--- src/rtl/riscv_pkg.sv ---
// riscv_pkg
//   Opcode constants, source-register usage helpers and the hazard controller
//   state encoding. Shared by the hazard controller and the forwarding unit so
//   both agree on which instructions read rs1/rs2.
package riscv_pkg;

  localparam logic [6:0] MATHr  = 7'b0110011;
  localparam logic [6:0] MATHWr = 7'b0111011;
  localparam logic [6:0] MATHi  = 7'b0010011;
  localparam logic [6:0] MATHWi = 7'b0011011;
  localparam logic [6:0] JAL    = 7'b1101111;
  localparam logic [6:0] BRANCH = 7'b1100011;
  localparam logic [6:0] LUI    = 7'b0110111;
  localparam logic [6:0] AUIPC  = 7'b0010111;
  localparam logic [6:0] SW     = 7'b0100011;
  localparam logic [6:0] LW     = 7'b0000011;

  typedef enum logic [1:0] {
    RUN      = 2'd0,
    MDU_WAIT = 2'd1,
    MEM_WAIT = 2'd2
  } hz_state_t;

  // Per-cycle hazard decision: one flag per cause, at most one set.
  typedef struct packed {
    logic mem;
    logic mdu;
    logic redirect;
    logic load_use;
  } hz_cause_t;

  // rs1 field is an immediate (or absent) only for the U/J-type opcodes.
  function automatic logic rs1_used(input logic [6:0] opcode);
    return !((opcode == JAL) || (opcode == LUI) || (opcode == AUIPC));
  endfunction

  function automatic logic rs2_used(input logic [6:0] opcode);
    return (opcode == MATHr) || (opcode == MATHWr) ||
           (opcode == BRANCH) || (opcode == SW);
  endfunction

endpackage

--- src/rtl/hazard_perf_cnt.sv ---
// hazard_perf_cnt
//   32-bit saturating event counter for hazard statistics.
//   clk  : rising-edge clock
//   rstn : asynchronous active-low reset, clears the count
//   inc  : count this cycle
//   cnt  : current count, sticks at 0xFFFFFFFF
module hazard_perf_cnt (
  input  logic        clk,
  input  logic        rstn,
  input  logic        inc,
  output logic [31:0] cnt
);

  always_ff @(posedge clk or negedge rstn) begin
    if (!rstn) begin
      cnt <= '0;
    end else if (inc && (cnt != 32'hFFFF_FFFF)) begin
      cnt <= cnt + 32'd1;
    end
  end

endmodule

--- src/rtl/pipe_hazard_ctrl.sv ---
// pipe_hazard_ctrl
//   Pipeline hazard controller: load-use interlock, branch/JAL redirect flush,
//   multi-cycle MDU wait and data-memory wait. All outputs are combinational
//   from the registered state and the current inputs (zero-cycle response).
//
//   Ports
//     clk, rstn          : clock, asynchronous active-low reset
//     IDinst             : instruction in ID
//     EXrd/EXwe_reg/EXre_mem : EX destination, writes-RF, is-load
//     EXredirect         : taken branch or JAL in EX
//     mdu_req/mdu_done   : multi-cycle mul/div in EX / result-ready pulse
//     MEMre_mem/MEMwe_mem: MEM-stage load / store
//     dmem_ready         : data memory access complete
//     stall_IF/ID/EX/MEM : hold PC, IF/ID, ID/EX, EX/MEM
//     flush_ID           : zero IF/ID
//     bubble_EX/MEM      : load NOP into ID/EX, EX/MEM
//     busy               : state is not RUN
//
//   Build option HAZARD_PERF_EN adds 32-bit saturating counters
//   cnt_loaduse, cnt_redirect, cnt_mdu, cnt_mem.
//
//   state    | meaning
//   ---------+-----------------------------------------------------
//   RUN      | normal flow; evaluate mem > mdu > redirect > load-use
//   MDU_WAIT | mul/div in EX, hold front end, bubble MEM until done
//   MEM_WAIT | data memory outstanding, freeze all stages until ready
module pipe_hazard_ctrl
  import riscv_pkg::*;
(
  input  logic        clk,
  input  logic        rstn,
  input  logic [31:0] IDinst,
  input  logic [4:0]  EXrd,
  input  logic        EXwe_reg,
  input  logic        EXre_mem,
  input  logic        EXredirect,
  input  logic        mdu_req,
  input  logic        mdu_done,
  input  logic        MEMre_mem,
  input  logic        MEMwe_mem,
  input  logic        dmem_ready,
  output logic        stall_IF,
  output logic        stall_ID,
  output logic        stall_EX,
  output logic        stall_MEM,
  output logic        flush_ID,
  output logic        bubble_EX,
  output logic        bubble_MEM,
  output logic        busy
`ifdef HAZARD_PERF_EN
  ,
  output logic [31:0] cnt_loaduse,
  output logic [31:0] cnt_redirect,
  output logic [31:0] cnt_mdu,
  output logic [31:0] cnt_mem
`endif
);

  hz_state_t   state;
  hz_state_t   state_nxt;
  hz_cause_t   cause;

  logic [6:0]  id_opcode;
  logic [4:0]  id_rs1;
  logic [4:0]  id_rs2;
  logic        load_use;
  logic        mem_pending;
  logic        unused_bits;

  assign id_opcode   = IDinst[6:0];
  assign id_rs1      = IDinst[19:15];
  assign id_rs2      = IDinst[24:20];
  assign unused_bits = ^{IDinst[31:25], IDinst[14:7]};

  // x0 is never a real dependency, so a load to x0 cannot interlock.
  assign load_use = EXre_mem && EXwe_reg && (EXrd != 5'd0) &&
                    ((rs1_used(id_opcode) && (EXrd == id_rs1)) ||
                     (rs2_used(id_opcode) && (EXrd == id_rs2)));

  assign mem_pending = MEMre_mem || MEMwe_mem;

  // Only RUN looks at redirect/load-use; in the wait states they are ignored
  // and re-evaluated on whatever inputs are present after returning to RUN.
  always_comb begin
    state_nxt = state;
    cause     = '0;
    unique case (state)
      RUN: begin
        if (mem_pending && !dmem_ready) begin
          cause.mem = 1'b1;
          state_nxt = MEM_WAIT;
        end else if (mdu_req && !mdu_done) begin
          cause.mdu = 1'b1;
          state_nxt = MDU_WAIT;
        end else if (EXredirect) begin
          cause.redirect = 1'b1;
        end else if (load_use) begin
          cause.load_use = 1'b1;
        end
      end
      MDU_WAIT: begin
        if (mdu_done) begin
          state_nxt = RUN;
        end else begin
          cause.mdu = 1'b1;
        end
      end
      MEM_WAIT: begin
        if (dmem_ready) begin
          state_nxt = RUN;
        end else begin
          cause.mem = 1'b1;
        end
      end
      default: begin
        state_nxt = RUN;
      end
    endcase
  end

  always_ff @(posedge clk or negedge rstn) begin
    if (!rstn) begin
      state <= RUN;
    end else begin
      state <= state_nxt;
    end
  end

  // Outputs are gated by rstn so the pipeline sees no control while in reset,
  // even though the data inputs may still be toggling.
  // Stage-register pairing: IF/ID is either held (stall_ID) or zeroed
  // (flush_ID), ID/EX held (stall_EX) or bubbled (bubble_EX), EX/MEM held
  // (stall_MEM) or bubbled (bubble_MEM); causes are exclusive so the pairs
  // never collide.
  assign stall_IF   = rstn && (cause.mem || cause.mdu || cause.load_use);
  assign stall_ID   = rstn && (cause.mem || cause.mdu || cause.load_use);
  assign stall_EX   = rstn && (cause.mem || cause.mdu);
  assign stall_MEM  = rstn && cause.mem;
  assign flush_ID   = rstn && cause.redirect;
  assign bubble_EX  = rstn && (cause.redirect || cause.load_use);
  assign bubble_MEM = rstn && cause.mdu;
  assign busy       = rstn && (state != RUN);

`ifdef HAZARD_PERF_EN
  hazard_perf_cnt u_cnt_loaduse (
    .clk  (clk),
    .rstn (rstn),
    .inc  (cause.load_use),
    .cnt  (cnt_loaduse)
  );

  hazard_perf_cnt u_cnt_redirect (
    .clk  (clk),
    .rstn (rstn),
    .inc  (cause.redirect),
    .cnt  (cnt_redirect)
  );

  hazard_perf_cnt u_cnt_mdu (
    .clk  (clk),
    .rstn (rstn),
    .inc  (cause.mdu),
    .cnt  (cnt_mdu)
  );

  hazard_perf_cnt u_cnt_mem (
    .clk  (clk),
    .rstn (rstn),
    .inc  (cause.mem),
    .cnt  (cnt_mem)
  );
`endif

endmodule

--- config.mk ---
export PLATFORM = sky130hd
export DESIGN_NAME = pipe_hazard_ctrl
export DESIGN_NICKNAME = d
export VERILOG_FILES = /design/src/rtl/riscv_pkg.sv /design/src/rtl/hazard_perf_cnt.sv /design/src/rtl/pipe_hazard_ctrl.sv
export SDC_FILE = /design/constraint.sdc
export NUM_CORES = 1
export LEC_CHECK = 0
export CORE_MARGIN = 10
export CORE_UTILIZATION = 20
export CTS_CLUSTER_DIAMETER = 40
export DETAILED_ROUTE_END_ITERATION = 10
export MAX_ROUTING_LAYER = met4
export PLACE_DENSITY_LB_ADDON = 0.1
export SLEW_MARGIN = 20
export SYNTH_ARGS = -nofsm -noshare
export SYNTH_HDL_FRONTEND = slang
export SYNTH_SLANG_ARGS = --single-unit
--- constraint.sdc ---
create_clock -name clk -period 2.1 [get_ports clk]
set_input_delay 0.525 -clock clk [delete_from_list [all_inputs] [get_ports clk]]
set_output_delay 0.525 -clock clk [all_outputs]
set_load 0.005 [all_outputs]
==> impl_summary.txt, run 1 <==
----------------------------------------------------
[Pwr]
  Gate power share ... 58.4%
  Total power ... 305.7 uW
  Worst IR Drop VDD ... 0.0001876 V
  Reported leakage power ... 0.0004739 uW
  Pint ... 216.7 uW
  Power per cell area ... 312.4 nW/um2
  Clk pwr share ... 26.7%
  Switching power summed over all nets ... 89.00 uW
  Sequential cell fraction of total power ... 14.9%
  Sw Share ... 29.11%

[Logic synthesis]
  Most used flip-flop cell after synthesis ... sky130_fd_sc_hd__dfrtp_1
  Netlist cell types ... 26
  Net count after synthesis ... 100
  Most area-hungry cell type in the Yosys netlist ... sky130_fd_sc_hd__xnor2_1
  Number of warnings printed during yosys synthesis ... 0
  Top post-synthesis cells by area ... sky130_fd_sc_hd__xnor2_1, sky130_fd_sc_hd__dfrtp_1, sky130_fd_sc_hd__xor2_1
  Share of synthesized registers carrying an async set or reset ... 100.0%
  Number of enable flip-flop cells after synthesis ... 0
  Synth top area share ... 14.24%
  Combined area of all synthesized cells ... 369.1 um2
  Share of the yosys chip area belonging to registers ... 13.56%
  Syn Inst Count ... 53
  Total of flip-flops plus latches after synthesis ... 2
  Post-synthesis area per instance ... 6.964 um2

[Detailed routing]
  Drc violations ... 0
  Detailed-routing iteration count for the pre-antenna-repair pass ... 2
  Detailed Route WL ... 1768 um
  Detailed Route Iter0 Violations ... 9
  Mean routed wirelength per cell ... 12.81 um
  Average vias per placed instance ... 4.355
  Count of nets left with antenna violations after detail routing ... 0
  Total number of vias ... 601

[CTS]
  TritonCTS clock tree ... yes
  Hold bufs inserted after CTS ... 0
  Clock Latency Late Sink ... 0.22 ns
  Cts bufs inserted ... 3
  Sink count of the clock tree ... 2
  Cell chosen for the clock root ... sky130_fd_sc_hd__clkbuf_4
  Clock buffer depth ... 2
  Post-CTS clock slew at the launch and capture registers of the worst setup and hold paths ... 0.03 ns
  H-tree depth ... 1

[STA]
  Total count of max-transition violations in the final report ... 0
  Transition time at the pin with the least slew margin ... 0.2397 ns
  Setup Skew ... 0.003492 ns
  Maximum clock frequency ... 446.3 MHz
  RSZ-0062 raised after global routing ... yes
  Worst Hold Margin ... 0.4557 ns
  Worst rel slew slack ... 84.02%
  Final setup viols ... 3
  PnR worst setup slack ... -0.1407 ns
  Post-route fraction of the period consumed by the critical path ... 106.7%
  Final Hold Violating Endpoints ... 0
  Clock period minus final worst setup slack ... 2.241 ns

[Cells and area]
  Most frequent cells in the layout ... sky130_fd_sc_hd__buf_2, sky130_fd_sc_hd__buf_4, sky130_fd_sc_hd__buf_6
  Largest registers ... state x2
  Final net count ... 162
  Post-Layout Cell Count ... 138
  Most common library cell in the layout ignoring fill and taps ... sky130_fd_sc_hd__buf_2
  Post-Layout Inst Area ... 978.4 um2
  Layout cells sized above 1 ... 56.64%
  Register with the most flip-flops ... state
  Area growth, synth to finish ... 165.1%
  N_diodes ... 0
  Max FFs per register ... 2

[Critical path]
  Crit path buffers/inverters ... 3
  CP max-delay cell ... sky130_fd_sc_hd__or4_4
  Maximum fanout count along the critical path ... 2
  Arrival @ worst endpoint ... 1.72 ns
  Endpoint kind of the worst setup timing path ... primary output
  Launching element type of the critical path ... input pin
  Dominant delay contributor by cell family on the critical path ... simple AND/OR/NAND/NOR gates
  Data required time of the worst path ... 1.57 ns
  Path type of the worst setup path ... in2out
  Critical-path cell list ... buf_6 > inv_2 > a211o_1 > or4_4 > a31oi_1 > buf_2
  Stage delay of the slowest cell on the critical path ... 0.50 ns

[Status]
  Failing checks ... setup timing
  Outcome ... finished, violations left

[Global route]
  Total track usage ... 9.074%
  Largest net degree at the start of global routing ... 6
  Total gr overflow ... 0
  Number of antenna violations at the first check in global routing ... 0
  Wire length of the first global-routing pass ... 2904 um
  Via count of the first global-routing pass ... 676

[Place]
  Cell count after placement ... 129
  IO buf count ... 39
  Routability congestion estimate ... 0.7112
  Area after DPL ... 895.9 um2
  DPL Wire Length ... 1445 um
  Pre-CTS setup slack ... -0.9464 ns

[Floorplanning]
  Floorplan die area ... 3964 um2
  Row count ... 15
  Count of pins on the block boundary ... 55
  Area of the core ... 1745 um2
  Height of the chip ... 62.96 um
  Initial core utilization ... 21.15%
  Die extent in x ... 62.96 um

[Hold path]
  Path category of the worst min-delay check ... in2async

[Job]
  Max-cap viol count ... 0

----------------------------------------------------
-- layout make-up --
type / count / area [um2]
Inverter: 6 / 22.52
Multi-Input combinational cell: 44 / 387.9
Timing Repair Buffer: 58 / 462.9
Sequential cell: 2 / 51.30
Tap cell: 25 / 31.28
Clock buffer: 3 / 22.52
Fill cell: 185 / 767.0
-- synthesized netlist by cell type (all sizes together) (2+ instances only) --
cell type	number
xor2	3
nor2	4
nor3	4
and2	3
nand4	2
inv	6
xnor2	6
nor2b	2
nand2	5
a31oi	2
dfrtp	2
-- tightest hold or removal path: cells and delay by family --
family	cells	cell delay, ns
buffers and inverters	3	0.47
-- repair_timing --
item,CTS,global route
cloned,0,0
setup buffers,6,2
pin swaps,21,12
setup endpoints to repair,8,7
gates resized for setup,114,15
-- power by group through the flow --
stage	logic (uW)	clock network, uW	registers, uW
4_1_cts	166	85.1	44.6
5_1_grt	195	89.6	46.0
6_report	179	81.5	45.6
2_1_floorplan	49.2	0	44.1
3_5_place_dp	161	0	44.1
3_3_place_gp	159	0	43.9
-- worst paths after layout --
kind	depth (start not counted)	slack [ns]	start	end
min in group clk	1	0.54	state[0]	state[1]
max reg2reg	4	1.09	state[1]	state[1]
min	3	0.46	rstn	state[0]
min reg2reg	1	0.54	state[0]	state[1]
max	6	-0.14	IDinst[21]	bubble_EX
max in group asynchronous	3	1.54	rstn	state[0]
-- logic make-up (layout without fill, tap and decap cells) --
logic type	after synthesis	in the layout	synth area share, %
compound gates	12	12	24.07
xor+xnor	9	9	21.36
buf+inv	7	67	8.136
flops	2	2	13.56
simple gates	23	23	32.88
-- metal layers --
| layer | part of all wire (%) | vias up | track usage, % |
|---|---|---|---|
| li1 | - | 311 | - |
| met1 | 45 | 264 | 10.13 |
| met2 | 49 | 26 | 14.34 |
| met3 | 6.1 | 0 | 3.405 |
| met4 | 0 | 0 | 3.352 |
| met5 | 0 | - | - |
-- metrics by stage --
stage | TNS [ns] | util [%]
2_1_floorplan | 0 | -
3_3_place_gp | -5.081 | 51.33
3_5_place_dp | -5.153 | 51.33
4_1_cts | -0.4842 | 53.76
5_1_grt | -0.5380 | 56.06
6_report | -0.3518 | 56.06
No activity file was read; power rests on OpenSTA's default activity.
==> run 2: changes to the inputs <==
--- a/config.mk
+++ b/config.mk
@@ -10,7 +10,7 @@
 export CTS_CLUSTER_DIAMETER = 40
 export DETAILED_ROUTE_END_ITERATION = 10
 export MAX_ROUTING_LAYER = met4
-export PLACE_DENSITY_LB_ADDON = 0.1
+export PLACE_DENSITY = 0.81
 export SLEW_MARGIN = 20
 export SYNTH_ARGS = -nofsm -noshare
 export SYNTH_HDL_FRONTEND = slang
==> run 2 against run 1 <==
  * The flow still finishes with violations (setup timing)
  * Count of clock-buffer cells in the layout unchanged
  * Highest routed layer is now met4
  * Sequential share of layout area is 0.44 points lower
  * Final cell count rose by 0.72%
  * Clock power up 3.2%
  * Largest cell class unchanged
  * First-iteration DRC count rose by 33%
  * Critical endpoint unchanged
  * Global-route usage is 1.5 points higher
  * Non-clock buffer count is 1 higher
==> impl_summary.txt, run 2 (synthesis gave the netlist of run 1 again) <==
----------------------------------------------------
[Status]
  Outcome ... finished, violations left
  Failing checks ... setup timing

[CTS]
  H-tree depth ... 1
  Sink count of the clock tree ... 2
  TritonCTS clock tree ... yes
  Hold bufs inserted after CTS ... 0
  Clock buffer depth ... 2
  Clock Latency Late Sink ... 0.22 ns
  Post-CTS clock slew at the launch and capture registers of the worst setup and hold paths ... 0.03 ns
  Cell chosen for the clock root ... sky130_fd_sc_hd__clkbuf_4
  Cts bufs inserted ... 3

[Global route]
  Total gr overflow ... 0
  Total track usage ... 10.59%
  Number of antenna violations at the first check in global routing ... 0
  Via count of the first global-routing pass ... 714
  Wire length of the first global-routing pass ... 3415 um
  Largest net degree at the start of global routing ... 8

[Critical path]
  Stage delay of the slowest cell on the critical path ... 0.45 ns
  Data required time of the worst path ... 1.57 ns
  Critical-path cell list ... clkdlybuf4s15_1 > a211o_1 > or4_4 > a31oi_2 > buf_2
  Crit path buffers/inverters ... 2
  Maximum fanout count along the critical path ... 2
  FF-to-FF Start ... state[1]
  Launching element type of the critical path ... input pin
  Dominant delay contributor by cell family on the critical path ... simple AND/OR/NAND/NOR gates
  Arrival @ worst endpoint ... 1.75 ns
  Path type of the worst setup path ... in2out
  Critical path startpoint ... IDinst[2]
  Register-to-register setup slack ... 1.02 ns
  CP max-delay cell ... sky130_fd_sc_hd__or4_4
  Endpoint kind of the worst setup timing path ... primary output

[Pwr]
  Reported leakage power ... 0.0005025 uW
  Worst IR Drop VDD ... 0.0001912 V
  Power per cell area ... 308.7 nW/um2

[Cells and area]
  Post-Route Utilization ... 59.71%
  Most frequent cells in the layout ... sky130_fd_sc_hd__buf_4, sky130_fd_sc_hd__buf_2, sky130_fd_sc_hd__buf_6
  N_diodes ... 0
  Sequential cell area ... 50.05 um2
  Filler cells ... 169
  Final net count ... 163
  Multi-input logic area ... 427.9 um2
  Max FFs per register ... 2
  Largest registers ... state x2
  Register with the most flip-flops ... state
  Layout cells sized above 1 ... 62.28%
  Area growth, synth to finish ... 182.4%
  Most common library cell in the layout ignoring fill and taps ... sky130_fd_sc_hd__buf_4

[Floorplanning]
  Floorplan die area ... 3964 um2
  Die extent in x ... 62.96 um
  Initial core utilization ... 21.15%
  Row count ... 15
  Height of the chip ... 62.96 um
  Count of pins on the block boundary ... 55
  Area of the core ... 1745 um2

[Detailed routing]
  Detailed-routing iteration count for the pre-antenna-repair pass ... 3
  Detailed Route WL ... 2066 um
  Mean routed wirelength per cell ... 14.86 um
  Count of nets left with antenna violations after detail routing ... 0
  Total number of vias ... 618
  Detailed Route Iter0 Violations ... 12
  Average vias per placed instance ... 4.446
  Drc violations ... 0

[STA]
  Total count of max-transition violations in the final report ... 0
  Transition time at the pin with the least slew margin ... 0.2609 ns
  PnR worst setup slack ... -0.1714 ns
  Final setup viols ... 3
  Maximum clock frequency ... 440.3 MHz
  Worst Hold Margin ... 0.3581 ns
  RSZ-0062 raised after global routing ... yes
  Setup Skew ... 0.003402 ns
  Post-route fraction of the period consumed by the critical path ... 108.2%
  Worst rel slew slack ... 82.47%
  Final Hold Violating Endpoints ... 0
  Clock period minus final worst setup slack ... 2.271 ns

[Place]
  IO buf count ... 39
  Routability congestion estimate ... 0.7584

[Job]
  Max-cap viol count ... 0

[Hold path]
  Path category of the worst min-delay check ... in2async

----------------------------------------------------
## run 2: power breakdown
part           total (uW)  switching (uW)  internal (uW)  leakage, uW
sequential           43.6            1.92           41.7    0.0000258
combinational         194            76.0            118     0.000463
clock                84.1            21.1           63.0    0.0000138
total                 322            99.1            223     0.000503
## run 2: final timing paths
check                            endpoint  cells after the start
max in group asynchronous        state[1]                      2
worst min register to register   state[0]                      3
worst max register to register   state[1]                      4
worst min-delay path             state[0]                      2
min in group clk                 state[1]                      3
worst max-delay path            bubble_EX                      5
## run 2: timing repair
item,in CTS,in global routing
pin swaps,19,6
setup endpoints to repair,8,6
endpoints found under the hold margin,0,0
resized for setup,122,15
setup buffers,6,1
## run 2: worst reg2reg max path, stage by stage (launching register included)
cell	delay [ns]
sky130_fd_sc_hd__dfrtp_1	0.37
sky130_fd_sc_hd__buf_4	0.15
sky130_fd_sc_hd__nor3_4	0.26
sky130_fd_sc_hd__nor3_2	0.07
sky130_fd_sc_hd__buf_4	0.13
## run 2: layer usage
metal | wire (um) | vias to the layer above | GRT usage (%)
met5 | 0 | - | -
met4 | 10 | 0 | 2.514
met3 | 136 | 2 | 3.047
met2 | 1042 | 34 | 18.91
met1 | 877 | 272 | 11.13
li1 | - | 310 | -
## run 2: stage by stage
step           setup TNS (ns)  instances  setup slack (ns)  cell area (um2)  total power, uW
4_1_cts               -0.4906        138           -0.1728             1022            317.6
2_1_floorplan               0         53          0.007347            387.9            93.34
3_5_place_dp           -5.160        129           -0.9777            895.9            205.7
5_1_grt               -0.6439        139           -0.2321             1042            347.4
6_report              -0.4729        139           -0.1714             1042            321.7
3_3_place_gp           -4.916        129           -0.9205            895.9            201.7
## run 2: cell type report
cell class	instances	area share (%)
multi-input combinational	44	41.06
sequential	2	4.802
clock buffer	3	2.161
tap	25	3.001
inverter	6	2.161
timing repair buffer	59	46.82
==> run 3: changes to the inputs <==
--- a/config.mk
+++ b/config.mk
@@ -15,3 +15,4 @@
 export SYNTH_ARGS = -nofsm -noshare
 export SYNTH_HDL_FRONTEND = slang
 export SYNTH_SLANG_ARGS = --single-unit
+export TNS_END_PERCENT = 10
==> run 3 against run 2 <==
  * Flip-flop and latch count unchanged
  * Routed wire length decreased by 0.58%
  * Final area decreased by 1.8%
  * Count of clock-buffer cells in the layout unchanged
  * Critical endpoint unchanged
  * Sequential power increased by 3%
  * Clock skew about the same
  * First-iteration DRC count decreased by 25%
  * Utilization decreased by 1.1 points
  * Combinational power decreased by 4%
  * Sequential share of layout area increased by 0.088 points
  * The flow still finishes with violations (setup timing)
==> impl_summary.txt, run 3 (synthesis gave the netlist of run 1 again) <==
----------------------------------------------------
[Global route]
  Number of antenna violations at the first check in global routing ... 0
  Total track usage ... 10.56%
  Total gr overflow ... 0
  Met2 global-route usage ... 19.80%
  Largest net degree at the start of global routing ... 8
  Met1 Use GR ... 9.851%
  Wire length of the first global-routing pass ... 3374 um
  Via count of the first global-routing pass ... 732
  Gr busiest metal ... met2
  Global routing usage on met3 ... 3.943%

[Place]
  Routability congestion estimate ... 0.7584
  IO buf count ... 39

[Critical path]
  Maximum fanout count along the critical path ... 3
  Data required time of the worst path ... 1.57 ns
  Logic depth of the worst register-to-register path ... 4
  Launching element type of the critical path ... input pin
  Register-to-register setup slack ... 1.04 ns
  Path type of the worst setup path ... in2out
  Endpoint kind of the worst setup timing path ... primary output
  FF-to-FF Start ... state[1]
  Arrival @ worst endpoint ... 1.77 ns
  Terminus of the critical flop-to-flop path ... state[1]

[Cells and area]
  Layout cells sized above 1 ... 57.14%
  Most frequent cells in the layout ... sky130_fd_sc_hd__buf_4, sky130_fd_sc_hd__buf_6, sky130_fd_sc_hd__dlygate4sd2_1
  Max FFs per register ... 2
  Largest registers ... state x2
  Most common library cell in the layout ignoring fill and taps ... sky130_fd_sc_hd__buf_4
  Filler cells ... 167
  Register with the most flip-flops ... state
  N_diodes ... 0
  Area growth, synth to finish ... 177.3%
  Final net count ... 161

[Detailed routing]
  Detailed Route WL ... 2054 um
  Mean routed wirelength per cell ... 14.99 um
  Detailed Route Iter0 Violations ... 9
  Detailed-routing iteration count for the pre-antenna-repair pass ... 4
  Average vias per placed instance ... 4.482
  Count of nets left with antenna violations after detail routing ... 0
  Drc violations ... 0
  Total number of vias ... 614

[CTS]
  Clock buffer depth ... 2
  Sink count of the clock tree ... 2
  Clock Latency Late Sink ... 0.22 ns
  Cts bufs inserted ... 3
  TritonCTS clock tree ... yes
  Post-CTS clock slew at the launch and capture registers of the worst setup and hold paths ... 0.03 ns
  Hold bufs inserted after CTS ... 0
  H-tree depth ... 1
  Cell chosen for the clock root ... sky130_fd_sc_hd__clkbuf_4

[STA]
  Transition time at the pin with the least slew margin ... 0.2559 ns
  Clock period minus final worst setup slack ... 2.299 ns
  Worst rel slew slack ... 82.81%
  Final setup viols ... 4
  Total count of max-transition violations in the final report ... 0
  Sum of negative setup slack ... -0.6088 ns
  RSZ-0062 raised after global routing ... yes
  Final Hold Violating Endpoints ... 0
  Worst Hold Margin ... 0.3655 ns
  Post-route fraction of the period consumed by the critical path ... 109.5%
  PnR worst setup slack ... -0.1986 ns
  Maximum clock frequency ... 435.0 MHz
  Setup Skew ... 0.003403 ns

[Status]
  Outcome ... finished, violations left
  Failing checks ... setup timing

[Job]
  Max-cap viol count ... 0

[Floorplanning]
  Die extent in x ... 62.96 um
  Area of the core ... 1745 um2
  Count of pins on the block boundary ... 55
  Row count ... 15
  Height of the chip ... 62.96 um
  Initial core utilization ... 21.15%
  Floorplan die area ... 3964 um2

[Pwr]
  Power per cell area ... 307.2 nW/um2
  Reported leakage power ... 0.0004878 uW
  Worst IR Drop VDD ... 0.0001926 V

[Hold path]
  Path category of the worst min-delay check ... in2async

----------------------------------------------------
run 3: stage by stage:
stage	std cells	power, uW	worst slack [ns]	utilization (%)	area [um2]
floorplan	53	93.34	0.007347	-	387.9
global placement	129	201.7	-0.9205	51.33	895.9
detailed placement	129	205.7	-0.9777	51.33	895.9
CTS	137	315.9	-0.1728	58.14	1015
global route	137	340.6	-0.2441	58.64	1023
finish	137	314.4	-0.1986	58.64	1023
run 3: final cells by class:
cell class / instances / area [um2] / area share (%)
Clock buffer: 3 / 22.52 / 2.200
Inverter: 6 / 22.52 / 2.200
Multi-Input combinational cell: 44 / 405.4 / 39.61
Timing Repair Buffer: 57 / 491.7 / 48.04
Sequential cell: 2 / 50.05 / 4.890
Tap cell: 25 / 31.28 / 3.056
run 3: metal layers:
metal  part of all wire [%]  up-vias
met5                      0        -
met4                      0        0
met3                    8.0        0
met2                     52       38
met1                     40      269
li1                       -      307
run 3: timing repair:
action	CTS	global route
resized for setup	122	6
setup endpoints to repair	8	6
pin swaps	19	7
buffers inserted	5	0
run 3: worst max path at each step:
stage                           from         to  slack (ns)  cells after the start
after global routing         EXrd[1]  bubble_EX       -0.24                      5
after floorplan              EXrd[1]   stall_IF       0.007                      4
after global placement     IDinst[5]  bubble_EX       -0.92                      6
after detailed placement   IDinst[5]  bubble_EX       -0.98                      6
after CTS                 IDinst[20]   stall_IF       -0.17                      6
final                        EXrd[1]  bubble_EX       -0.20                      5
run 3: power breakdown:
group / internal (uW) / leakage (uW) / total (uW) / switching, uW
logic: 116 / 0.000448 / 186 / 70.0
clock network: 62.9 / 0.0000138 / 83.5 / 20.6
registers: 41.7 / 0.0000258 / 44.8 / 3.08
run 3: critical path, cell delays in order:
cell and delay (ns):
sky130_fd_sc_hd__buf_6 0.10, sky130_fd_sc_hd__a211o_1 0.28, sky130_fd_sc_hd__or4_4 0.56, sky130_fd_sc_hd__a31oi_2 0.17, sky130_fd_sc_hd__buf_2 0.14
